### src/rtl/dmem_arbiter.sv
// Data-RAM arbiter: core has fixed priority, debug gets a grant after MAX_BURST
// contested core grants. Optional debug lock behind `DMEM_ARB_LOCK_EN.
module dmem_arbiter #(
    parameter int unsigned ADDR_WIDTH = 8,
    parameter int unsigned DATA_WIDTH = 32,
    parameter int unsigned MAX_BURST  = 4
) (
    input  logic                  clk,
    input  logic                  rst,
    input  logic                  core_req,
    input  logic                  core_we,
    input  logic [ADDR_WIDTH-1:0] core_addr,
    input  logic [DATA_WIDTH-1:0] core_wdata,
    output logic                  core_gnt,
    output logic                  core_stall,
    output logic                  core_rvalid,
    output logic [DATA_WIDTH-1:0] core_rdata,
    input  logic                  dbg_req,
    input  logic                  dbg_we,
    input  logic [ADDR_WIDTH-1:0] dbg_addr,
    input  logic [DATA_WIDTH-1:0] dbg_wdata,
`ifdef DMEM_ARB_LOCK_EN
    input  logic                  dbg_lock,
`endif
    output logic                  dbg_gnt,
    output logic                  dbg_rvalid,
    output logic [DATA_WIDTH-1:0] dbg_rdata,
    output logic                  mem_wen,
    output logic                  mem_ren,
    output logic [ADDR_WIDTH-1:0] mem_addr,
    output logic [DATA_WIDTH-1:0] mem_wdata,
    input  logic [DATA_WIDTH-1:0] mem_rdata
);

    typedef enum logic [1:0] {OWN_NONE, OWN_CORE, OWN_DBG} owner_e;

    localparam logic [3:0] BURST_MAX = 4'(MAX_BURST);

    logic [3:0] burst_q, burst_d;
    owner_e     owner_q, owner_d;
    logic       at_max;
    logic       lock_eff;

`ifdef DMEM_ARB_LOCK_EN
    logic lock_q, lock_d;
    // The lock only holds while dbg_lock stays high; the release cycle arbitrates normally.
    assign lock_eff = lock_q & dbg_lock;
    assign lock_d   = lock_q ? dbg_lock : (dbg_gnt & dbg_lock);
`else
    assign lock_eff = 1'b0;
`endif

    assign at_max = (burst_q >= BURST_MAX);

    always_comb begin
        core_gnt   = rst & core_req & ~lock_eff & (~dbg_req | ~at_max);
        dbg_gnt    = rst & dbg_req & ~core_gnt;
        core_stall = rst & core_req & ~core_gnt;

        mem_wen   = (core_gnt & core_we) | (dbg_gnt & dbg_we);
        mem_ren   = (core_gnt & ~core_we) | (dbg_gnt & ~dbg_we);
        mem_addr  = '0;
        mem_wdata = '0;
        if (core_gnt) begin
            mem_addr  = core_addr;
            mem_wdata = core_wdata;
        end else if (dbg_gnt) begin
            mem_addr  = dbg_addr;
            mem_wdata = dbg_wdata;
        end

        // Count only contested core grants; saturate at the bound.
        burst_d = burst_q;
        if (!dbg_req || dbg_gnt) begin
            burst_d = '0;
        end else if (core_gnt && !at_max) begin
            burst_d = burst_q + 4'd1;
        end

        owner_d = OWN_NONE;
        if (core_gnt && !core_we) begin
            owner_d = OWN_CORE;
        end else if (dbg_gnt && !dbg_we) begin
            owner_d = OWN_DBG;
        end
    end

    always_ff @(posedge clk) begin
        if (!rst) begin
            burst_q <= '0;
            owner_q <= OWN_NONE;
`ifdef DMEM_ARB_LOCK_EN
            lock_q  <= 1'b0;
`endif
        end else begin
            burst_q <= burst_d;
            owner_q <= owner_d;
`ifdef DMEM_ARB_LOCK_EN
            lock_q  <= lock_d;
`endif
        end
    end

    assign core_rvalid = rst & (owner_q == OWN_CORE);
    assign dbg_rvalid  = rst & (owner_q == OWN_DBG);
    assign core_rdata  = core_rvalid ? mem_rdata : '0;
    assign dbg_rdata   = dbg_rvalid ? mem_rdata : '0;

endmodule

### config.mk
export PLATFORM = sky130hd
export DESIGN_NAME = dmem_arbiter
export DESIGN_NICKNAME = d
export VERILOG_FILES = /design/src/rtl/dmem_arbiter.sv
export SDC_FILE = /design/constraint.sdc
export NUM_CORES = 1
export LEC_CHECK = 0
export ABC_AREA = 1
export ABC_CLOCK_PERIOD_IN_PS = 1700
export CAP_MARGIN = 20
export CORE_AREA = 5 5 86 88
export CTS_CLUSTER_SIZE = 12
export DETAILED_ROUTE_END_ITERATION = 8
export DIE_AREA = 0 0 91 93
export DONT_BUFFER_PORTS = 1
export PLACE_DENSITY_LB_ADDON = 0.1
export SLEW_MARGIN = 15
export SYNTH_ARGS = -nofsm -noshare
export SYNTH_HDL_FRONTEND = slang
export SYNTH_SLANG_ARGS = --single-unit
### constraint.sdc
create_clock -name clk -period 1.7 [get_ports clk]
set_clock_uncertainty 0.2 [all_clocks]
set_input_delay 0.51 -clock clk [delete_from_list [all_inputs] [get_ports clk]]
set_output_delay 0.51 -clock clk [all_outputs]
set_load 0.02 [all_outputs]
## Word-level counts from Yosys, hierarchy flattened

Index checks and enable logic that the tools add are counted.

| word-level totals | value |
|---|---|
| bits in registers | 6 |
| latch bits | 0 |
| memory bits (writable) | 0 |
| ROM bits | 0 |
| output and inout bits | 111 |
| logic and storage cells | 45 |
| memories | 0 |

| cells by class | value |
|---|---|
| add/subtract/negate cells | 1 |
| $mul | 0 |
| div/mod/pow operators | 0 |
| magnitude comparators | 1 |
| equality and inequality tests | 2 |
| shift operators | 0 |
| mux-type cells | 8 |
| bitwise operators | 20 |
| reductions and logical operators | 10 |

Operators with widths:

| kind | number |
|---|---|
| 2-to-1 mux 32 bit | 4 |
| 2-to-1 mux 8 bit | 2 |
| AND 1 bit | 11 |
| inverter 1 bit | 6 |
| adder 4 x 1 -> 4 bit (second input constant) | 1 |
| >= comparator 4 x 3 -> 1 bit (second input constant) | 1 |
| logical NOT 1 bit | 4 |
| OR reduction 2 bit | 2 |
| logical AND 1 bit | 3 |
| OR 1 bit | 3 |
| equality test 2 x 1 -> 1 bit (second input constant) | 1 |
| equality test 2 bit (second input constant) | 1 |
| 2-to-1 mux 2 bit | 1 |
| logical OR 1 bit | 1 |
| 2-to-1 mux 1 bit | 1 |

## Longest topological paths before layout

Gate-level depths: netlist of the first run.

| logic depth | value |
|---|---|
| word-level depth | 9 |
| depth in mapped cells | 6 |
| gate-level depth less buffers | 5 |

## Least setup slack after synthesis of the first run

OpenSTA, ideal clock, no wires.

| path | value |
|---|---|
| kind | input port to output port |
| start point | input core_req |
| end point | output mem_addr[0] |
| arrival time | 1.149 ns |
| required time | 0.990 ns |
| setup slack | -0.159 ns |
| stages on the path | 6 |
| path buffers | 1 |
| cells stage by stage | nand2_2 -> clkinv_4 -> nand2_4 -> buf_6 -> nand3_2 -> nand2_1 |

| on the way | value |
|---|---|
| word-level cells in the longest chain between the ends | 6 |

Ends and longest elaborated chain:

| what | line | source |
|---|---|---|
| from (decl) | 10 | `input logic core_req,` |
| AND 1 bit * (2 in series) | 56 | `core_gnt = rst & core_req & ~lock_eff & (~dbg_req \| ~at_max);` |
| inverter 1 bit | 57 | `dbg_gnt = rst & dbg_req & ~core_gnt;` |
| AND 1 bit | 57 |  |
| 2-to-1 mux 8 bit | 67 | `end else if (dbg_gnt) begin` |
| 2-to-1 mux 8 bit * | 64 | `if (core_gnt) begin` |
| to (decl) | 30 | `output logic [ADDR_WIDTH-1:0] mem_addr,` |

Mark *: on every way between the ends. The rest lies on a longest branch, timed or not.

## Worst setup path in the final report of the first run

| path | value |
|---|---|
| start point | register owner_q[1] |
| end point | output core_rdata[21] |

| on the way | value |
|---|---|
| word-level cells in the longest chain between the ends | 3 |

Ends and longest elaborated chain:

| what | line | source |
|---|---|---|
| from (decl) | 40 | `owner_e owner_q, owner_d;` |
| from (signal assigned) | 97 | `owner_q <= owner_d;` |
| equality test 2 x 1 -> 1 bit | 104 | `assign core_rvalid = rst & (owner_q == OWN_CORE);` |
| AND 1 bit | 104 |  |
| 2-to-1 mux 32 bit | 106 | `assign core_rdata = core_rvalid ? mem_rdata : '0;` |
| to (decl) | 17 | `output logic [DATA_WIDTH-1:0] core_rdata,` |

No other way between the ends.

==> results of run 1 <==
## path summary, 6_finish.rpt
check / from / endpoint / slack [ns] / cells after the start
worst max register to register: burst_q[2] / burst_q[2] / 0.36 / 6
worst max-delay path: owner_q[1] / core_rdata[21] / -0.32 / 6
worst min-delay path: burst_q[0] / burst_q[0] / 0.22 / 1
worst min register to register: burst_q[0] / burst_q[0] / 0.22 / 1
## placed cells by master (no fill, tap or decap), drive strengths merged
cell type,count
buf,88
bufbuf,1
clkbuf,7
clkinv,3
conb,1
dfxtp,6
ha,1
inv,41
nand2,47
nand3,87
nor2,73
o21ai,1
## worst max-delay path: stages (launching register included)
cell,delay [ns]
dfxtp_2,0.35
nor2_4,0.13
nand2_4,0.09
buf_12,0.14
clkbuf_16,0.16
nor2_2,0.11
buf_6,0.13
## final cells by class
| class | instances | share of cell area (%) |
|---|---|---|
| multi-input combinational | 210 | 55.0 |
| tap | 80 | 2.69 |
| clock buffer | 3 | 1.11 |
| timing repair buffer | 93 | 32.6 |
| sequential | 6 | 3.44 |
| inverter | 44 | 5.09 |
## routing by layer
metal / share of wire [%] / vias to the layer above
met3: 8.7 / 4
met2: 56 / 126
met5: 0 / -
li1: - / 1026
met1: 35 / 965
met4: 0.67 / 0
## per-stage QoR
step | total power, µW | hold slack (ns) | cells
6_report | 1070 | 0.217 | 436
5_1_grt | 1130 | 0.249 | 436
4_1_cts | 1020 | 0.219 | 428
3_5_place_dp | 712 | 0.214 | 414
3_3_place_gp | 710 | 0.210 | 414
2_1_floorplan | 594 | 0.199 | 281
## power by group through the flow
stage               clock network [µW]  logic, µW  registers, µW
finish                             209        713            150
global route                       225        758            150
CTS                                216        655            148
detailed placement                   0        562            151
global placement                     0        560            151
floorplan                            0        444            150
## flip-flops by register name (all words and copies together) (netlist names)
register / flops
burst_q: 4
owner_q: 2
## cell families after synthesis
kind of cell | Yosys count
AND/OR/NAND/NOR | 206
buffers and inverters | 66
flip-flops | 6
AO/OA/AOI/OAI | 1
adder cells (fa/ha/maj) | 1
other | 1
## synthesized netlist by cell type
library cell | number | area, µm²
nor2_1 | 72 | 270
nand3_1 | 67 | 335
nand2_1 | 45 | 169
inv_1 | 42 | 158
nand3_2 | 19 | 190
buf_2 | 9 | 45.0
buf_4 | 7 | 52.6
buf_6 | 6 | 67.6
dfxtp_1 | 6 | 120
clkinv_2 | 1 | 5.00
clkinv_4 | 1 | 8.76
conb_1 | 1 | 3.75
ha_1 | 1 | 12.5
nand2_2 | 1 | 6.26
nand2_4 | 1 | 11.3
nor2_2 | 1 | 6.26
o21ai_4 | 1 | 16.3
## repair_timing
action                     4_1_cts  5_1_grt
buffers inserted                 5        5
gates resized for setup         81       80
pin swaps                       30       10
gates cloned                     6        5
setup endpoints to repair      111      111
==> impl_metrics.yaml, run 1 <==
finish:
  syn2layout_area_growth_pct: 151
  fin_area_um2: 3710
  fillerInstances: 556
  nets: 477
  multi_input_area_um2: 2040
  drive_above_1_share_pct: 74.7
  seq_area_um2: 128
  antenna_cells: 0
  post-route-util_pct: 56.6
global_routing:
  grt_pass1_wl_um: 11100
  use_met2_pct: 29.0
  grt_usage_pct: 15.6
  antenna_found_initial: 0
  grt_start_max_net_pins: 34
  use_met3_pct: 4.34
  top_usage_layer: "met2"
  grt_pass1_vias: 2153
  use_met1_pct: 17.5
  grt_overflow_total: 0
placement:
  place_area_um2: 2730
  dpl.hpwl_um: 5660
  port-buffer-count: 0
  gp_congestion: 0.750
  pre_cts_slack_ns: -0.200
worst_setup_path:
  arrival_ns: 1.31
  crit_type: "reg -> out"
  worstSetupEndpointType: "primary output"
  critPathRequiredTime_ns: 0.99
  worstPathMaxFanout: 8
  critPathLaunchType: "flip-flop"
clock_network:
  cts_root_buf: "clkbuf_8"
  clock_path_buffers: 2
  cts_hold_buf: 0
  path_clk_slew_ns: 0.04
  numCtsBuffers: 3
  htreeDepth: 1
  cts_tree: "built"
  clk_latency_ns: 0.22
  numClockSinks: 6
synth:
  synth_seq_cells: 6
  synth_cells: 281
  ys_types: 17
  synth-compound-area-share_pct: 1.10
  ys_seq_area_share_pct: 8.13
  synthSimpleGateAreaFrac_pct: 66.9
  synth-xor-area-share_pct: 0
  synth.area.mux_share_pct: 0
  synth_top_family_by_area: "simple AND/OR/NAND/NOR gates"
  synth_fp_nets: 400
  yosysWarningCount: 0
  syn_area_um2: 1480
  synthAdderAreaFrac_pct: 0.847
  synth_area_per_cell_um2: 5.26
route:
  antenna_left: 0
  drt_iter0_drc: 37
  routed_via_density: 4.86
  remaining_drc_errors: 0
  vias: 2121
  drt_wl_total_um: 7860
  routedWlPerCell_um: 18.0
  firstDrtPassIters: 4
min_path:
  hp-class: "reg -> reg"
status:
  failed_checks: "setup timing"
  status: "finished with violations"
timing:
  post-route-period-util_pct: 119
  finalHoldViolCount: 0
  report.final.setup_viol: 111
  maxSlewViolCount: 0
  max_freq_ghz: 0.495
  setup_slack_ns: -0.321
  grt_setup_unrepaired: "true"
  period_minus_slack_ns: 2.02
  setup_tns_ns: -23.73
die:
  initial_core_util_pct: 22.5
  row_count: 30
  core_area_um2: 6570
  dieHeight_um: 93
  chipWidth_um: 91
  ioPinCount: 229
  die_area_um2: 8460
power:
  comb_power_share_pct: 66.6
  p_sw_uw: 495
  clkPwrFrac_pct: 19.5
  intPower_uw: 577
  leakage_uw: 0.00159
  p_per_area_nw_per_um2: 288
  sw_frac_of_total_pct: 46.2
  ir_worst_vdd_v: 0.000225
  seqPwrFrac_pct: 14.0
flow_run:
  max-cap-violations: 0
Note: power is estimated with default switching activity, not from simulation.
==> run 2: changes to the inputs <==
--- a/config.mk
+++ b/config.mk
@@ -8,10 +8,10 @@
 export ABC_AREA = 1
 export ABC_CLOCK_PERIOD_IN_PS = 1700
 export CAP_MARGIN = 20
-export CORE_AREA = 5 5 86 88
+export CORE_AREA = 2 2 88 90
 export CTS_CLUSTER_SIZE = 12
 export DETAILED_ROUTE_END_ITERATION = 8
-export DIE_AREA = 0 0 91 93
+export DIE_AREA = 0 0 90 92
 export DONT_BUFFER_PORTS = 1
 export PLACE_DENSITY_LB_ADDON = 0.1
 export SLEW_MARGIN = 15
==> run 2 against run 1 <==
Compared with the run above: the flow still finishes with violations (setup timing); non-clock buffer count is 14 lower; sequential share of layout area is 0.096 points higher; routed wire length is 5.9% lower; utilization is 8.0 points lower; flip-flop and latch count stayed put; final area is 2.7% lower; critical path depth is 1 lower; first-iteration DRC count is 2.7% higher; setup slack better by 0.031 ns; clock-buffer cell count stayed put; combinational power is 3% lower; clock power is 2% higher; largest cell class unchanged.
==> impl_metrics.yaml, run 2 (synthesis gave the netlist of run 1 again) <==
placement:
  dpl.hpwl_um: 5120
  numPlacedInstances: 425
  gp_congestion: 0.679
  port-buffer-count: 0
clock_network:
  clock_path_buffers: 2
  numClockSinks: 6
  clk_latency_ns: 0.22
  cts_tree: "built"
  cts_hold_buf: 0
  cts_root_buf: "clkbuf_8"
  path_clk_slew_ns: 0.04
  numCtsBuffers: 3
  htreeDepth: 1
finish:
  nets: 464
  final_cell_mix: "nor2_4, nand3_1, buf_6"
  largest_reg_flops: 4
  syn2layout_area_growth_pct: 145
  top_register: "burst_q"
  final_common_cell: "nor2_4"
  reg_top3: "burst_q (4), owner_q (2)"
  drive_above_1_share_pct: 72.3
  antenna_cells: 0
  layoutNonFillerInstCount: 445
route:
  routedWlPerCell_um: 16.6
  antenna_left: 0
  vias: 2090
  remaining_drc_errors: 0
  routed_via_density: 4.70
  firstDrtPassIters: 4
  drt_iter0_drc: 38
  drt_wl_total_um: 7390
die:
  row_count: 32
  chipWidth_um: 90
  ioPinCount: 229
  core_area_um2: 7450
  initial_core_util_pct: 19.8
  die_area_um2: 8280
  dieHeight_um: 92
timing:
  holdWs_ns: 0.218
  post-route-period-util_pct: 117
  max_freq_ghz: 0.502
  setup_slack_ns: -0.291
  grt_setup_unrepaired: "true"
  finalHoldViolCount: 0
  maxSlewViolCount: 0
  period_minus_slack_ns: 1.99
  report.final.setup_viol: 111
power:
  leakage_uw: 0.00151
  p_per_area_nw_per_um2: 292
  ir_worst_vdd_v: 0.000167
worst_setup_path:
  worstSetupEndpointType: "primary output"
  arrival_ns: 1.28
  crit_type: "reg -> out"
  worstPathMaxFanout: 9
  critPathLaunchType: "flip-flop"
  critPathRequiredTime_ns: 0.99
flow_run:
  max-cap-violations: 0
global_routing:
  grt_pass1_wl_um: 11200
  grt_start_max_net_pins: 23
  grt_pass1_vias: 2126
  grt_overflow_total: 0
  grt_usage_pct: 16.7
  antenna_found_initial: 0
status:
  failed_checks: "setup timing"
  status: "finished with violations"
min_path:
  hp-class: "reg -> reg"
[run 2: cell types whose count changed in the layout (fill, tap and decap cells not counted), sizes merged]
cell,previous run,this run
buf,88,76
nand2,47,49
nand3,87,86
clkbuf,7,5
[run 2: metrics by stage]
step | setup TNS (ns) | setup WS [ns] | total power (µW) | instance area (µm²) | utilization (%)
after global routing | -28.20 | -0.332 | 1110 | 3610 | 48.5
after global placement | -8.48 | -0.200 | 696 | 2680 | 36.0
after detailed placement | -9.00 | -0.214 | 697 | 2680 | 36.0
final | -22.40 | -0.291 | 1060 | 3610 | 48.5
after CTS | -25.36 | -0.276 | 1040 | 3460 | 46.5
after floorplan | -5.80 | -0.0772 | 594 | 2130 | -
[run 2: cell type report]
type,instances,area (µm²)
inverter,44,186
clock buffer,3,41.3
tap,102,128
timing repair buffer,79,1090
multi-input combinational,211,2040
sequential,6,128
fill,693,3830
[run 2: power breakdown]
part           internal [µW]  switching (µW)
Combinational            261             432
Clock                    152            61.1
Sequential               145            4.33
Total                    557             498
[run 2: timing repair]
| item | 4_1_cts | 5_1_grt |
|---|---|---|
| buffers inserted | 7 | 3 |
| gates cloned | 9 | 2 |
| endpoints found under the setup margin | 111 | 111 |
| gates resized for setup | 128 | 39 |
| pin swaps | 16 | 17 |
[run 2: final timing paths]
check                  start          end  slack (ns)  cells past startpoint
hold reg to reg   burst_q[0]   burst_q[0]        0.22                      1
hold / removal    burst_q[0]   burst_q[0]        0.22                      1
setup / recovery  burst_q[3]  mem_addr[6]       -0.29                      5
setup reg to reg  burst_q[3]   owner_q[1]        0.34                      7
[run 2: critical path: stages, from the launching register on]
cell       delay (ns)
dfxtp_2          0.34
o21ai_4          0.20
buf_12           0.15
clkbuf_16        0.15
nand3_1          0.11
nand2_4          0.11
[run 2: per-layer routing]
metal | vias up | part of all wire, % | GRT usage [%] | wire, µm
li1 | 999 | - | - | -
met1 | 959 | 36 | 18.3 | 2680
met2 | 128 | 55 | 33.0 | 4080
met3 | 4 | 7.8 | 3.04 | 578
met4 | 0 | 0.68 | 3.59 | 50
met5 | - | 0 | 0 | 0
==> run 3: changes to the inputs <==
--- a/config.mk
+++ b/config.mk
@@ -14,6 +14,7 @@
 export DIE_AREA = 0 0 90 92
 export DONT_BUFFER_PORTS = 1
 export PLACE_DENSITY_LB_ADDON = 0.1
+export SKIP_LAST_GASP = 1
 export SLEW_MARGIN = 15
 export SYNTH_ARGS = -nofsm -noshare
 export SYNTH_HDL_FRONTEND = slang
==> run 3 against run 2 <==
Compared with the run above: the flow still finishes with violations (setup timing); final area fell by 2.5%; largest cell class unchanged; non-clock buffer count decreased by 2; routed wire length shrank 0.92%; sequential share of layout area up 0.092 points; setup slack improved by 0.0034 ns; critical endpoint unchanged; utilization decreased by 1.2 points.
==> impl_metrics.yaml, run 3 (synthesis gave the netlist of run 1 again) <==
status:
  status: "finished with violations"
  failed_checks: "setup timing"
global_routing:
  grt_pass1_vias: 2120
  grt_pass1_wl_um: 11200
  antenna_found_initial: 0
  grt_start_max_net_pins: 23
  grt_usage_pct: 16.6
  grt_overflow_total: 0
worst_setup_path:
  crit_type: "reg -> out"
  critPathLaunchType: "flip-flop"
  worstPathMaxFanout: 9
  critPathRequiredTime_ns: 0.99
  crit_buf_inv: 2
  worstSetupEndpointType: "primary output"
  arrival_ns: 1.28
  cp_slowest_cell: "dfxtp_2"
  cpPeakStageDelay_ns: 0.34
  cp_cell_sequence: "o21ai_4 > buf_12 > clkbuf_16 > nand3_1 > nand2_4"
  path_delay_family: "flip-flops"
finish:
  seq_area_um2: 128
  antenna_cells: 0
  largest_reg_flops: 4
  multi_input_area_um2: 1980
  nets: 462
  final_cell_mix: "nor2_4, nand3_1, buf_6"
  reg_top3: "burst_q (4), owner_q (2)"
  top_register: "burst_q"
  syn2layout_area_growth_pct: 138
  drive_above_1_share_pct: 69.5
  final_common_cell: "nor2_4"
  fillerInstances: 703
die:
  chipWidth_um: 90
  initial_core_util_pct: 19.8
  row_count: 32
  dieHeight_um: 92
  die_area_um2: 8280
  ioPinCount: 229
  core_area_um2: 7450
placement:
  port-buffer-count: 0
  dpl.hpwl_um: 5120
  gp_congestion: 0.679
  pre_cts_slack_ns: -0.214
timing:
  holdWs_ns: 0.219
  setup_slack_ns: -0.287
  report.final.setup_viol: 111
  maxSlewViolCount: 0
  post-route-period-util_pct: 117
  grt_setup_unrepaired: "true"
  setup_tns_ns: -22.39
  period_minus_slack_ns: 1.99
  max_freq_ghz: 0.503
  finalHoldViolCount: 0
route:
  drt_wl_total_um: 7320
  remaining_drc_errors: 0
  firstDrtPassIters: 4
  antenna_left: 0
  routedWlPerCell_um: 16.5
  vias: 2068
  routed_via_density: 4.67
  drt_iter0_drc: 33
clock_network:
  numCtsBuffers: 3
  clock_path_buffers: 2
  cts_tree: "built"
  path_clk_slew_ns: 0.04
  cts_hold_buf: 0
  numClockSinks: 6
  clk_latency_ns: 0.22
  cts_root_buf: "clkbuf_8"
  htreeDepth: 1
power:
  leakage_uw: 0.00148
  ir_worst_vdd_v: 0.000169
  power_uw: 1040
  p_per_area_nw_per_um2: 295
flow_run:
  max-cap-violations: 0
min_path:
  hp-class: "reg -> reg"
[run 3: metrics by stage]
step                instance area (µm²)  std cells  util [%]
finish                             3520        443      47.3
global route                       3520        443      47.3
CTS                                3460        444      46.5
detailed placement                 2680        425      36.0
global placement                   2680        425      36.0
floorplan                          2130        281         -
[run 3: metal layers]
metal / wire length (µm) / global-route usage, % / vias to the layer above
met5: 0 / 0 / -
met4: 50 / 3.59 / 0
met3: 600 / 3.04 / 4
met2: 4020 / 32.9 / 132
met1: 2650 / 18.3 / 935
li1: - / - / 997
[run 3: final cells by class]
type                    count  share of cell area [%]
multi-input cells         211                    56.3
flip-flops and latches      6                    3.62
well taps                 102                    3.62
clock buffers               3                    1.17
inverters                  44                    5.29
repair buffers             77                    30.0
[run 3: final timing paths]
path | slack [ns] | start | cells after the start | end
max | -0.29 | burst_q[3] | 5 | mem_addr[6]
min | 0.22 | burst_q[0] | 1 | burst_q[0]
max reg2reg | 0.45 | burst_q[3] | 6 | owner_q[1]
min reg2reg | 0.22 | burst_q[0] | 1 | burst_q[0]
[run 3: worst register-to-register path: cells and delay by family, from the launching register on]
kind          cells  cell delay, ns
simple gates      3            0.32
flops             1            0.34
buf+inv           3            0.29
[run 3: where the power goes]
part / total (µW) / switching (µW) / internal [µW]
Clock: 212 / 60.2 / 152
Sequential: 149 / 4.34 / 145
Combinational: 677 / 425 / 252
[run 3: timing repair]
action	4_1_cts	5_1_grt
cloned	9	1
pin swaps	16	18
buffers inserted	7	2
gates resized for setup	127	28
setup endpoints to repair	111	111
